<file path="src/rtl/lcd_bus_scheduler.sv">
// HD44780-style 8-bit LCD bus sequencer: power-up init, two-requester
// round-robin arbitration, and setup / enable / hold / execute timing.
module lcd_bus_scheduler #(
    parameter int unsigned SETUP_CYCLES   = 1,
    parameter int unsigned E_CYCLES       = 2,
    parameter int unsigned HOLD_CYCLES    = 1,
    parameter int unsigned EXEC_CYCLES    = 40,
    parameter int unsigned CLEAR_CYCLES   = 1600,
    parameter int unsigned POWERUP_CYCLES = 16000
) (
    input  logic       clk,
    input  logic       rst_n,
    input  logic       a_valid,
    input  logic       a_rs,
    input  logic [7:0] a_data,
    output logic       a_ready,
    input  logic       b_valid,
    input  logic       b_rs,
    input  logic [7:0] b_data,
    output logic       b_ready,
    output logic       init_done,
    output logic       busy,
    output logic [7:0] db,
    output logic       rs,
    output logic       e
);

    localparam int unsigned MAX_PC = (POWERUP_CYCLES > CLEAR_CYCLES) ? POWERUP_CYCLES : CLEAR_CYCLES;
    localparam int unsigned MAX_CYCLES = (MAX_PC > EXEC_CYCLES) ? MAX_PC : EXEC_CYCLES;
    localparam int unsigned CW = $clog2(MAX_CYCLES + 1);

    typedef logic [CW-1:0] cnt_t;

    // Each timed state lasts N cycles: the counter is loaded with N-1 on entry
    // and the state is left on the cycle the counter reads zero.
    localparam cnt_t SETUP_LD   = cnt_t'(SETUP_CYCLES - 1);
    localparam cnt_t E_LD       = cnt_t'(E_CYCLES - 1);
    localparam cnt_t HOLD_LD    = cnt_t'(HOLD_CYCLES - 1);
    localparam cnt_t EXEC_LD    = cnt_t'(EXEC_CYCLES - 1);
    localparam cnt_t CLEAR_LD   = cnt_t'(CLEAR_CYCLES - 1);
    localparam cnt_t POWERUP_LD = cnt_t'(POWERUP_CYCLES - 1);

    typedef enum logic [2:0] {
        PWRUP,
        LOAD,
        SETUP,
        PULSE,
        HOLD,
        EXEC,
        IDLE
    } state_t;

    typedef enum logic {
        REQ_A,
        REQ_B
    } req_t;

    state_t     state, state_n;
    cnt_t       cnt, cnt_n;
    logic [7:0] db_q;
    logic       rs_q;
    logic [1:0] init_idx;
    logic       init_done_q;
    req_t       last_grant;
    logic [7:0] init_byte;
    logic       ld_init;
    logic       init_adv;
    logic       init_fin;
    logic       is_clear;

    // Fixed power-up command sequence: 8-bit/2-line, display on, entry mode, clear
    always_comb begin
        case (init_idx)
            2'd0:    init_byte = 8'h38;
            2'd1:    init_byte = 8'h0C;
            2'd2:    init_byte = 8'h06;
            default: init_byte = 8'h01;
        endcase
    end

    assign is_clear = !rs_q && ((db_q == 8'h01) || (db_q == 8'h02));

    // Round-robin grant: on a tie the requester that did not win last time goes
    assign a_ready = (state == IDLE) && a_valid && (!b_valid || (last_grant == REQ_B));
    assign b_ready = (state == IDLE) && b_valid && (!a_valid || (last_grant == REQ_A));

    assign busy      = (state != IDLE);
    assign e         = (state == PULSE);
    assign db        = db_q;
    assign rs        = rs_q;
    assign init_done = init_done_q;

    // State register and shared down-counter
    always_ff @(posedge clk or negedge rst_n) begin
        if (!rst_n) begin
            state <= PWRUP;
            cnt   <= POWERUP_LD;
        end else begin
            state <= state_n;
            cnt   <= cnt_n;
        end
    end

    // Next-state, counter reload and datapath strobes
    always_comb begin
        state_n  = state;
        cnt_n    = (cnt == '0) ? cnt : cnt - cnt_t'(1);
        ld_init  = 1'b0;
        init_adv = 1'b0;
        init_fin = 1'b0;
        case (state)
            PWRUP: begin
                if (cnt == '0) begin
                    state_n = LOAD;
                    cnt_n   = '0;
                end
            end
            LOAD: begin
                ld_init = 1'b1;
                state_n = SETUP;
                cnt_n   = SETUP_LD;
            end
            SETUP: begin
                if (cnt == '0) begin
                    state_n = PULSE;
                    cnt_n   = E_LD;
                end
            end
            PULSE: begin
                if (cnt == '0) begin
                    state_n = HOLD;
                    cnt_n   = HOLD_LD;
                end
            end
            HOLD: begin
                if (cnt == '0) begin
                    state_n = EXEC;
                    cnt_n   = is_clear ? CLEAR_LD : EXEC_LD;
                end
            end
            EXEC: begin
                if (cnt == '0) begin
                    cnt_n = '0;
                    if (!init_done_q && (init_idx != 2'd3)) begin
                        init_adv = 1'b1;
                        state_n  = LOAD;
                    end else begin
                        init_fin = !init_done_q;
                        state_n  = IDLE;
                    end
                end
            end
            IDLE: begin
                if (a_ready || b_ready) begin
                    state_n = SETUP;
                    cnt_n   = SETUP_LD;
                end
            end
            default: begin
                state_n = PWRUP;
                cnt_n   = POWERUP_LD;
            end
        endcase
    end

    // Latched bus byte, init progress and arbitration history
    always_ff @(posedge clk or negedge rst_n) begin
        if (!rst_n) begin
            db_q        <= '0;
            rs_q        <= 1'b0;
            init_idx    <= '0;
            init_done_q <= 1'b0;
            last_grant  <= REQ_B;
        end else begin
            if (ld_init) begin
                db_q <= init_byte;
                rs_q <= 1'b0;
            end else if (a_ready) begin
                db_q       <= a_data;
                rs_q       <= a_rs;
                last_grant <= REQ_A;
            end else if (b_ready) begin
                db_q       <= b_data;
                rs_q       <= b_rs;
                last_grant <= REQ_B;
            end
            if (init_adv) begin
                init_idx <= init_idx + 2'd1;
            end
            if (init_fin) begin
                init_done_q <= 1'b1;
            end
        end
    end

endmodule

</file>
<file path="config.mk">
export PLATFORM = sky130hd
export DESIGN_NAME = lcd_bus_scheduler
export DESIGN_NICKNAME = d
export VERILOG_FILES = /design/src/rtl/lcd_bus_scheduler.sv
export SDC_FILE = /design/constraint.sdc
export NUM_CORES = 1
export LEC_CHECK = 0
export ABC_AREA = 1
export CORE_MARGIN = 2
export CORE_UTILIZATION = 38
export DETAILED_ROUTE_END_ITERATION = 7
export MAX_ROUTING_LAYER = met4
export SLEW_MARGIN = 20
export SYNTH_ARGS = -nofsm -noshare
export SYNTH_HDL_FRONTEND = slang
export SYNTH_SLANG_ARGS = --single-unit
</file>
<file path="constraint.sdc">
create_clock -name clk -period 1.7 [get_ports clk]
set_input_delay 0.255 -clock clk [delete_from_list [all_inputs] [get_ports clk]]
set_output_delay 0.255 -clock clk [all_outputs]
set_load 0.1 [all_outputs]
</file>
==> flow_metrics.py, run 1 <==
metrics = {
    "clock_tree": {
        "htreeDepth": 2,
        "cts_root_buf": "clkbuf_8",
        "clkTransAtPathRegs_ns": 0.07,
        "clock_sinks": 30,
        "cts-buffers-inserted": 5,
        "cts_tree": "yes",
        "clock_latency_ns": 0.28,
        "clockBufferDepth": 2,
    },
    "floorplanning": {
        "dieWidth_um": 78.6,
        "start_util_pct": 38.9,
        "boundaryPins": 36,
        "fp.dieArea_mm2": 0.00618,
        "die-height_um": 78.6,
        "core_mm2": 0.00544,
        "rows": 27,
    },
    "yosys": {
        "synthArstFlopShare_pct": 100,
        "ys_seq_area_share_pct": 36.3,
        "synth_edf_count": 0,
        "synth-seq-cells": 30,
        "syn-cell-area_mm2": 0.00211,
        "syn_nets": 325,
        "synth_area_leaders": "dfrtp_1 (20%), nand2_1 (17%), dfstp_2 (16%)",
        "yosysWarningCount": 0,
        "yosysTopAreaCell": "dfrtp_1",
        "syn_avg_cell_area_um2": 7.19,
        "synth_cell_types": 34,
        "netlist_instances": 294,
        "synth_most_common_cell": "nand2_1",
        "ys.flop_type": "dfrtp_1",
        "synth_common_cells": "nand2_1 (98), nor2_1 (35), inv_1 (32), nand3_1 (25), dfrtp_1 (17)",
        "synth.top_cell.area_share_pct": 20.1,
    },
    "setup_path": {
        "cp.required_ns": 1.90,
        "worstRegToRegCells": 8,
        "reg2reg_to": "cnt[0]",
        "crit_type": "flip-flop to flip-flop",
        "rrSetupSlack_ns": 0.03,
        "crit_arrival_ns": 1.87,
        "worstSetupEndpointType": "flip-flop",
        "start_kind": "flip-flop",
        "r2r_start": "cnt[0]",
        "critPathMaxFanout": 3,
    },
    "pwr": {
        "power_density_mw_per_mm2": 521,
        "p_total_mw": 1.63,
        "ir_drop_mv": 0.446,
        "p_leak_nw": 1.55,
    },
    "route": {
        "wl_per_cell_um": 12.3,
        "wl_met3_um": 220,
        "postRouteAntennaNets": 0,
        "viasPerCell": 4.74,
        "routed_wl_mm": 5.45,
        "route.met2.wl_mm": 2.72,
        "met1Wirelength_mm": 2.46,
        "num_vias": 2100,
        "post-route-drc-count": 0,
        "top_layer": "met4",
        "drt_iter0_drc": 91,
        "dr.pass1.iters": 5,
    },
    "final_layout": {
        "drive_gt1_share_pct": 30.2,
        "final-seq-area_um2": 768,
        "diodes": 0,
        "multi_input_comb_area_mm2": 0.00123,
        "num-nets-final": 401,
        "fin_cells": 443,
        "fin_util_pct": 57.6,
        "stdcell_area_mm2": 0.00313,
        "fillers": 485,
        "areaGrowthSynthToFinish_pct": 48.2,
    },
    "placed_design": {
        "place_hpwl_mm": 4.10,
        "portBuffers": 35,
        "post-place-cells": 427,
        "place.gp.congestion": 0.898,
        "place_area_mm2": 0.00290,
    },
    "timing": {
        "worstMarginPinSlew_ns": 0.411,
        "skew_ns": 0.00812,
        "relSlewSlack_pct": 72.6,
        "finalMaxSlewViolations": 0,
        "setup_viol": 0,
        "clock.fmax_mhz": 600,
        "finalCriticalPeriod_ns": 1.67,
        "hold_viol": 0,
        "rsz0062_at_grt": "yes",
        "finalCritPeriodShare_pct": 98.1,
    },
    "status": {
        "status": "complete, no violations",
    },
    "global_route": {
        "track_usage_pct": 19.9,
        "grt_overflow": 0,
        "grt_pass1_vias": 2117,
        "grt_max_degree": 31,
        "grt_first_pass_wirelength_mm": 9.34,
        "antenna_found_initial": 0,
    },
    "worst_hold_path": {
        "hold_class": "input port to async pin",
    },
    "run": {
        "drv_cap": 0,
    },
}
flip-flops by register name, indices dropped and copies added, names as in the netlist:
name / flops
state: 3
rs: 1
last_grant: 1
init_done: 1
cnt: 14
db: 8
init_idx: 2
kinds of logic (layout without fill, tap and decap cells):
logic type | after synthesis | in the layout | share of synthesized area (%)
and+or+nand+nor | 172 | 172 | 36.2
buffers and inverters | 42 | 119 | 8.70
AOI/OAI and AO/OA | 36 | 36 | 11.5
DFF | 30 | 30 | 36.3
adders and majority gates | 9 | 9 | 5.33
xor gates and xnor gates | 5 | 5 | 2.07
where the power goes:
group / internal, mW / switching, mW / total [mW] / leakage [nW]
clock network: 0.409 / 0.278 / 0.686 / 0.0575
registers: 0.726 / 0.0108 / 0.737 / 0.338
logic: 0.0954 / 0.113 / 0.209 / 1.15
total: 1.23 / 0.402 / 1.63 / 1.55
layer usage:
metal	track usage (%)	vias to the layer above
li1	-	1087
met1	24.9	965
met2	32.3	44
met3	4.83	4
met4	5.61	0
met5	-	-
critical path, stage by stage, from the launching register on:
cell	delay, ns
dfstp_2	0.37
inv_1	0.07
ha_2	0.21
nand3_2	0.11
nor2_4	0.15
nand2_4	0.08
buf_4	0.15
ha_1	0.28
o2111ai_2	0.17
timing repair:
| action | 4_1_cts | 5_1_grt |
|---|---|---|
| setup endpoints to repair | 16 | 17 |
| setup buffers | 2 | 7 |
| gates resized for setup | 5 | 16 |
| pin swaps | 1 | 7 |
| hold buffers | 0 | 0 |
placed cells by master, fill, tap and decap left out, drive strengths merged:
cell type	n
clkdlybuf4s50	21
a21oi	5
dfrtp	17
dfstp	13
buf	51
nand3	27
clkbuf	8
o22ai	3
or2	1
o21bai	3
nor3	2
o2111ai	1
o21ai	22
xor2	5
and3b	1
nor2	38
clkinv	1
inv	38
ha	9
o31ai	1
a31oi	1
nand4	2
nand2	101
through the flow:
| step | setup TNS, ns | setup slack [ns] | hold slack, ns |
|---|---|---|---|
| after floorplan | -0.581 | -0.0930 | -0.0406 |
| final | 0 | 0.0327 | 0.375 |
| after global placement | -0.238 | -0.0808 | 0.503 |
| after detailed placement | -0.846 | -0.162 | 0.508 |
| after CTS | -0.00348 | -0.00348 | 0.384 |
| after global routing | -0.0613 | -0.0438 | 0.403 |
worst max path at each step:
stage | from | endpoint | slack (ns) | cells after the start
finish | cnt[0] | cnt[0] | 0.03 | 8
global route | cnt[0] | cnt[0] | -0.04 | 8
CTS | cnt[0] | cnt[0] | -0.003 | 8
detailed placement | cnt[0] | cnt[4] | -0.16 | 9
global placement | a_valid | cnt[4] | -0.08 | 9
floorplan | state[0] | db[4] | -0.09 | 11
final cells by class:
type	instances	area share (%)
clock buffer	8	3.51
inverter	39	5.07
multi-input combinational	222	39.1
sequential	30	24.5
tap	72	2.88
timing repair buffer	72	24.9
No activity file was read; power rests on OpenSTA's default activity.
==> run 2, diff against run 1 <==
DONT_BUFFER_PORTS = 1   (was not set)
SLEW_MARGIN = not set   (was 20)
==> flow_metrics.py, run 2 (synthesized netlist as in run 1, its figures left out) <==
metrics = {
    "status": {
        "status": "complete, no violations",
    },
    "clock_tree": {
        "clock_latency_ns": 0.29,
        "cts_root_buf": "clkbuf_8",
        "htreeDepth": 2,
        "cts_tree": "yes",
        "cts-buffers-inserted": 5,
        "clockBufferDepth": 2,
        "clock_sinks": 30,
        "clkTransAtPathRegs_ns": 0.07,
    },
    "placed_design": {
        "place_hpwl_mm": 3.78,
        "dp_slack_ns": 0.0202,
        "portBuffers": 0,
        "place.gp.congestion": 0.921,
    },
    "pwr": {
        "power_frac_clock_pct": 51.3,
        "sw_frac_of_total_pct": 22.8,
        "comb_power_share_pct": 7.9,
        "p_sw_uw": 410,
        "seq_power_share_pct": 40.7,
        "ir_drop_mv": 0.329,
        "p_int_mw": 1.39,
        "power_density_mw_per_mm2": 671,
        "p_leak_nw": 1.33,
    },
    "floorplanning": {
        "fp.dieArea_mm2": 0.00618,
        "boundaryPins": 36,
        "core_mm2": 0.00544,
        "dieWidth_um": 78.6,
        "start_util_pct": 38.9,
        "rows": 27,
        "die-height_um": 78.6,
    },
    "timing": {
        "relSlewSlack_pct": 73.8,
        "setup_viol": 0,
        "finalMaxSlewViolations": 0,
        "finalCritPeriodShare_pct": 96.0,
        "worstMarginPinSlew_ns": 0.390,
        "clock.fmax_mhz": 613,
        "finalCriticalPeriod_ns": 1.63,
        "fin_ws_ns": 0.0676,
        "skew_ns": 0.00646,
        "hold_viol": 0,
    },
    "global_route": {
        "busiest_layer": "met2",
        "met3_usage_pct": 3.91,
        "grt_first_pass_wirelength_mm": 8.85,
        "met2_usage_pct": 30.2,
        "antenna_found_initial": 0,
        "track_usage_pct": 18.6,
        "gr-usage-met1_pct": 23.1,
        "grt_pass1_vias": 1941,
        "grt_overflow": 0,
        "grt_max_degree": 31,
    },
    "route": {
        "post-route-drc-count": 0,
        "dr.pass1.iters": 4,
        "viasPerCell": 4.78,
        "drt_iter0_drc": 120,
        "postRouteAntennaNets": 0,
        "wl_per_cell_um": 12.4,
        "num_vias": 1935,
        "routed_wl_mm": 5.01,
    },
    "final_layout": {
        "fin_util_pct": 49.2,
        "final_cell_mix": "nand2_1 (95), nor2_1 (33), inv_1 (30)",
        "largest_reg_flops": 14,
        "top_register": "cnt",
        "areaGrowthSynthToFinish_pct": 26.6,
        "num-nets-final": 363,
        "diodes": 0,
        "layout_commonest_cell": "nand2_1",
        "drive_gt1_share_pct": 27.6,
    },
    "setup_path": {
        "critPathMaxFanout": 3,
        "crit_arrival_ns": 1.38,
        "cp.required_ns": 1.44,
        "crit_type": "flip-flop to output port",
        "start_kind": "flip-flop",
        "worstSetupEndpointType": "output port",
    },
    "worst_hold_path": {
        "hold_class": "input port to flip-flop",
    },
    "run": {
        "drv_cap": 0,
    },
}
-- run 2: through the flow --
step	cells	total power [mW]	setup TNS [ns]	hold slack, ns	area [um2]
floorplan	294	0.840	-0.581	-0.0406	2130
finish	405	1.80	0	0.134	2680
CTS	402	1.82	0	0.128	2610
detailed placement	390	0.864	0	-0.0396	2420
global placement	390	0.863	0	-0.0396	2420
global route	405	1.86	-0.0393	0.124	2680
-- run 2: layer usage --
layer,routed length (um),vias to the layer above
met5,0,-
met4,101,0
met3,156,11
met2,2400,31
met1,2350,882
li1,-,1011
-- run 2: path summary, 6_finish.rpt --
kind                       startpoint   endpoint  slack [ns]  depth (start not counted)
max reg2reg                    cnt[1]     cnt[0]        0.10                          7
min                         a_data[6]      db[6]        0.13                          2
min reg2reg                 init_done  init_done        0.49                          2
min in group asynchronous       rst_n      db[7]        0.41                          2
max in group asynchronous       rst_n     cnt[2]        1.05                          2
max                        last_grant    a_ready        0.07                          5
-- run 2: worst max-delay path, stage by stage (launching register included) --
cell and delay [ns]:
dfstp_2 0.53, inv_1 0.05, nand2_1 0.10, nand2_4 0.10, nor2_8 0.13, buf_12 0.18
-- run 2: area by class of cell --
type                       count  area (um2)
fill                         550        2760
clock inverter                 2        60.1
inverter                      39         159
sequential                    30         769
tap                           72        90.1
timing repair buffer          33         288
clock buffer                   6        82.6
multi-input combinational    223        1230
-- run 2: power by group through the flow --
stage               Combinational, mW  Sequential (mW)  Clock [mW]
floorplan                      0.0343            0.805           0
global placement                0.119            0.744           0
detailed placement              0.120            0.744           0
CTS                             0.143            0.732       0.944
global route                    0.154            0.733       0.977
finish                          0.143            0.732       0.922
-- run 2: repair_timing --
| item | 4_1_cts | 5_1_grt |
|---|---|---|
| buffers inserted | 2 | 2 |
| setup endpoints to repair | 3 | 18 |
| hold endpoints to repair | 30 | 0 |
| gates resized for setup | 1 | 14 |
| pin swaps | 2 | 3 |
| hold buffers | 2 | 0 |
| cloned | 0 | 1 |
==> run 3, diff against run 2 <==
CTS_BUF_LIST = sky130_fd_sc_hd__clkbuf_8   (was not set)
HOLD_SLACK_MARGIN = 0.12   (was not set)
==> results of run 3 <==
The final DEF is identical to that of run 2; final timing and power are the same.
